<file path="src/rtl/seg7_scan_display.sv">
// Three-digit multiplexed 7-segment driver for an 8-bit count.
// A double-dabble FSM converts value to BCD, and a divided scan clock walks the digit slots.
module seg7_scan_display #(
   parameter int unsigned SCAN_DIV = 50000
) (
   input  logic       clk50m,
   input  logic       reset,
   input  logic [7:0] value,
   output logic [6:0] seg,
   output logic [3:0] an,
   output logic       dp,
   output logic       busy
);

   typedef enum logic [1:0] {IDLE, CONV, LOAD} state_t;

   state_t      state_q, state_d;
   logic [7:0]  src_q, src_d;
   logic [7:0]  shadow_q, shadow_d;
   logic [11:0] bcd_q, bcd_d;
   logic [11:0] hold_q, hold_d;
   logic [2:0]  bit_q, bit_d;
   logic [11:0] bcd_adj;

   logic [15:0] tick_cnt_q;
   logic        tick_q;
   logic        tick;
   logic [1:0]  digit_q;
   logic [6:0]  seg_q, seg_d;
   logic [3:0]  an_q, an_d;
   logic [3:0]  nib;
   logic        blank;

   function automatic logic [11:0] add3(input logic [11:0] b);
      logic [11:0] r;
      r = b;
      for (int i = 0; i < 3; i++) begin
         if (r[i*4 +: 4] >= 4'd5)
            r[i*4 +: 4] = r[i*4 +: 4] + 4'd3;
      end
      return r;
   endfunction

   function automatic logic [6:0] enc7(input logic [3:0] d);
      case (d)
         4'd0:    enc7 = 7'h40;
         4'd1:    enc7 = 7'h79;
         4'd2:    enc7 = 7'h24;
         4'd3:    enc7 = 7'h30;
         4'd4:    enc7 = 7'h19;
         4'd5:    enc7 = 7'h12;
         4'd6:    enc7 = 7'h02;
         4'd7:    enc7 = 7'h78;
         4'd8:    enc7 = 7'h00;
         4'd9:    enc7 = 7'h10;
         default: enc7 = 7'h7F;
      endcase
   endfunction

   always_comb begin
      state_d  = state_q;
      src_d    = src_q;
      shadow_d = shadow_q;
      bcd_d    = bcd_q;
      hold_d   = hold_q;
      bit_d    = bit_q;
      bcd_adj  = add3(bcd_q);
      case (state_q)
         IDLE: begin
            if (value != shadow_q) begin
               src_d    = value;
               shadow_d = value;
               bcd_d    = '0;
               bit_d    = '0;
               state_d  = CONV;
            end
         end
         CONV: begin
            {bcd_d, src_d} = {bcd_adj, src_q} << 1;
            bit_d = bit_q + 3'd1;
            if (bit_q == 3'd7)
               state_d = LOAD;
         end
         LOAD: begin
            hold_d  = bcd_q;
            state_d = IDLE;
         end
         default: state_d = IDLE;
      endcase
   end

   always_ff @(posedge clk50m or posedge reset) begin
      if (reset) begin
         state_q  <= IDLE;
         src_q    <= '0;
         shadow_q <= '0;
         bcd_q    <= '0;
         hold_q   <= '0;
         bit_q    <= '0;
      end else begin
         state_q  <= state_d;
         src_q    <= src_d;
         shadow_q <= shadow_d;
         bcd_q    <= bcd_d;
         hold_q   <= hold_d;
         bit_q    <= bit_d;
      end
   end

   assign busy = (state_q != IDLE);
   assign tick = (tick_cnt_q == 16'(SCAN_DIV - 1));

   // Slot decode from the current index; blanking suppresses leading zeros only.
   always_comb begin
      case (digit_q)
         2'd0:    nib = hold_q[3:0];
         2'd1:    nib = hold_q[7:4];
         default: nib = hold_q[11:8];
      endcase
      case (digit_q)
         2'd1:    blank = (hold_q[11:4] == 8'd0);
         2'd2:    blank = (hold_q[11:8] == 4'd0);
         default: blank = 1'b0;
      endcase
      seg_d = 7'h7F;
      an_d  = 4'hF;
      if (!blank) begin
         seg_d = enc7(nib);
         an_d  = ~(4'b0001 << digit_q);
      end
   end

   // The tick pulse loads the slot at the index and steps it, so slot 0 shows first after reset.
   always_ff @(posedge clk50m or posedge reset) begin
      if (reset) begin
         tick_cnt_q <= '0;
         tick_q     <= 1'b0;
         digit_q    <= '0;
         seg_q      <= 7'h7F;
         an_q       <= 4'hF;
      end else begin
         tick_cnt_q <= tick ? 16'd0 : tick_cnt_q + 16'd1;
         tick_q     <= tick;
         if (tick_q) begin
            seg_q   <= seg_d;
            an_q    <= an_d;
            digit_q <= (digit_q == 2'd2) ? 2'd0 : digit_q + 2'd1;
         end
      end
   end

   assign seg = seg_q;
   assign an  = an_q;
   assign dp  = 1'b1;

endmodule
</file>
<file path="config.mk">
export PLATFORM = sky130hd
export DESIGN_NAME = seg7_scan_display
export DESIGN_NICKNAME = d
export VERILOG_FILES = /design/src/rtl/seg7_scan_display.sv
export SDC_FILE = /design/constraint.sdc
export NUM_CORES = 1
export LEC_CHECK = 0
export CAP_MARGIN = 5
export CORE_MARGIN = 2
export CORE_UTILIZATION = 53
export CTS_CLUSTER_DIAMETER = 50
export CTS_CLUSTER_SIZE = 20
export DETAILED_ROUTE_END_ITERATION = 10
export PLACE_DENSITY = 0.75
export SLEW_MARGIN = 20
export SYNTH_ARGS = -nofsm -noshare
export SYNTH_HDL_FRONTEND = slang
export SYNTH_SLANG_ARGS = --single-unit
</file>
<file path="constraint.sdc">
create_clock -name clk50m -period 2.1 [get_ports clk50m]
set_clock_uncertainty 0.15 [all_clocks]
set_input_delay 0.21 -clock clk50m [delete_from_list [all_inputs] [get_ports clk50m]]
set_output_delay 0.21 -clock clk50m [all_outputs]
set_load 0.03 [all_outputs]
</file>
==> flow_summary.json <==
{
  "finalCritPeriodShare": 0.969,
  "hold_buffers": 0,
  "cp.required_ns": 1.74,
  "globalRoute.totalOverflow": 0,
  "synth.area.top_cells": "dfrtp_1 44%, dfstp_2 8.0%, ha_1 6.2%",
  "dp.cells": 455,
  "crit_slowest_cell": "clkdlybuf4s50_1",
  "die_area_mm2": 0.00753,
  "dr.pass1.iters": 4,
  "multi_input_area_mm2": 0.00166,
  "synthesis.nets": 375,
  "fin_crit_ns": 2.04,
  "outcome": "finished clean",
  "drt_iter0_drc": 137,
  "yosys.area.top_type_share": 0.441,
  "cp_slowest_stage_delay_ns": 0.60,
  "synth_ff_type": "dfrtp_1",
  "synth.distinct_cells": 49,
  "hold_violations": 0,
  "fmax_mhz": 491,
  "grt_max_degree": 36,
  "track_usage": 0.196,
  "path_class": "register to output pin",
  "synth_edf_count": 0,
  "wire_per_inst_um": 14.1,
  "endpoint_kind": "output pin",
  "netlist_instances": 347,
  "cts_buffer_depth": 2,
  "synth_area_mm2": 0.00363,
  "irDropWorstVdd_uv": 637,
  "postLayoutCoreUtil": 0.639,
  "area_growth_syn_to_layout_pct": 18.1,
  "cp.arrival_ns": 1.68,
  "seqPwrFrac": 0.427,
  "grt_pass1_vias": 2626,
  "drive_above_1_share": 0.192,
  "port_buffers": 21,
  "pwr-share-comb": 0.377,
  "cp_max_fo": 4,
  "crit_path_cell_trace": "or2_2, clkdlybuf4s50_1",
  "nNetsFinal": 414,
  "synth-warning-count": 0,
  "die_h_um": 86.8,
  "final_cell_count_no_fill": 471,
  "slew_violations": 0,
  "place_congestion": 0.952,
  "h-tree-depth": 3,
  "row_count": 30,
  "cts_root_buffer": "clkbuf_8",
  "power.density_mw_per_mm2": 1180,
  "pwr-share-clk": 0.197,
  "grt_first_pass_wirelength_um": 11900,
  "synth_area_per_cell_um2": 10.5,
  "netlist_top_cells_count": "64 x dfrtp_1, 41 x nand2_1, 24 x nor2_1",
  "startpoint_type": "register",
  "synth_seq_cells": 75,
  "start_util": 0.541,
  "internal_power_mw": 3.25,
  "seq_area_mm2": 0.00189,
  "setup_viol": 0,
  "cts_tree": "built",
  "clock_latency_ns": 0.33,
  "hp-class": "primary input to asynchronous set/reset pin",
  "switchingPower_mw": 1.81,
  "relSlewSlack": 0.546,
  "drc": 0,
  "clk_pin_slew_ns": 0.07,
  "switching_share": 0.358,
  "yosysTopAreaCell": "dfrtp_1",
  "power.leakage_nw": 1.88,
  "place_hpwl_um": 4570,
  "diodes": 0,
  "synthArstFlopShare": 1.00,
  "via_count": 2599,
  "via_per_inst": 5.52,
  "numCtsBuffers": 9,
  "wirelength_um": 6660,
  "fill_cells": 524,
  "max_slew.worst_pin.slew_ns": 0.681,
  "cts.sinks": 75,
  "synth_most_common_cell": "dfrtp_1",
  "io_pins": 23,
  "coreArea_mm2": 0.00672,
  "fp.dieW_um": 86.8,
  "ant_nets": 0,
  "max_cap_viol_count": 0,
  "antenna_found_initial": 0,
  "ys_seq_area_frac": 0.520
}
-- kinds of logic after synthesis --
group	count (synthesis)	share of synthesized area
XOR/XNOR	26	0.0627
flip-flops	75	0.520
adder cells (fa/ha/maj)	18	0.0620
AND/OR/NAND/NOR	104	0.135
AO/OA/AOI/OAI	78	0.136
multiplexers	17	0.0520
buffers and inverters	28	0.0307
other	1	0.00103
-- power groups by stage --
stage	sequential, mW	combinational [mW]	clock [mW]
floorplan	2.09	1.42	0
global placement	2.16	1.82	0
detailed placement	2.19	1.88	0
CTS	2.16	1.92	1.01
global route	2.22	2.17	1.09
finish	2.16	1.91	0.995
-- stage by stage --
| stage | setup TNS (ns) | instance area (µm²) | hold WS (ns) | worst slack, ns | total power, mW |
|---|---|---|---|---|---|
| floorplan | 0 | 3640 | 0.200 | 0.0988 | 3.51 |
| global placement | 0 | 4090 | 0.304 | 0.0303 | 3.98 |
| CTS | 0 | 4260 | 0.0952 | 0.000365 | 5.09 |
| finish | 0 | 4290 | 0.0904 | 0.0645 | 5.06 |
| detailed placement | 0 | 4090 | 0.312 | 0.00164 | 4.07 |
| global route | -0.00957 | 4290 | 0.111 | -0.00957 | 5.48 |
-- flip-flops by register name, indices dropped and copies added, names as in the netlist --
register / flops
src_q: 8
state_q: 2
bcd_q: 12
bit_q: 3
shadow_q: 8
an: 4
tick_cnt_q: 16
hold_q: 12
digit_q: 2
seg: 7
tick_q: 1
-- layer usage --
layer | wire length [µm] | vias to the layer above | track usage
met5 | 0 | - | 0
li1 | - | 1284 | -
met4 | 90 | 0 | 0.0852
met2 | 3210 | 37 | 0.311
met3 | 169 | 8 | 0.0371
met1 | 3190 | 1270 | 0.265
-- area by class of cell --
class	count	share of cell area
Inverter	14	0.0131
Timing Repair Buffer	42	0.0945
Tap cell	80	0.0233
Clock inverter	2	0.00233
Multi-Input combinational cell	244	0.388
Sequential cell	75	0.441
Clock buffer	14	0.0379
-- placed cells by master, fill, tap and decap left out, types with 5 or more instances in the layout --
cell | Yosys | layout
a21oi_1 | 16 | 15
a22oi_1 | 7 | 7
a31oi_1 | 5 | 5
buf_4 | 1 | 18
clkbuf_8 | 0 | 11
clkdlybuf4s50_1 | 0 | 21
dfrtp_1 | 64 | 63
dfstp_2 | 11 | 11
ha_1 | 18 | 16
inv_1 | 13 | 11
mux2_2 | 15 | 15
nand2_1 | 41 | 41
nand2b_1 | 5 | 5
nand3_1 | 8 | 8
nor2_1 | 24 | 24
o21ai_0 | 23 | 23
o22ai_1 | 7 | 7
xnor2_1 | 9 | 9
xor2_1 | 17 | 17
-- repair_timing --
action,4_1_cts,5_1_grt
gates resized for setup,1,6
cloned,0,0
pin swaps,0,1
endpoints found under the setup margin,2,6
buffers inserted,0,0
-- critical path, delay by kind of cell, from the launching register on --
kind	cells	cell delay [ns]
and+or+nand+nor	1	0.34
buffers and inverters	1	0.60
DFF	1	0.40
-- worst paths after layout --
check	start	endpoint	slack, ns	cells after the start
worst max-delay path	state_q[1]	busy	0.06	2
max in group asynchronous	reset	seg[1]	1.13	3
min in group clk50m	an[3]	an[3]	0.32	2
worst min register to register	an[3]	an[3]	0.32	2
worst min-delay path	reset	hold_q[3]	0.09	2
worst max register to register	digit_q[1]	seg[3]	0.07	8
(Power assumes the default switching activity.)
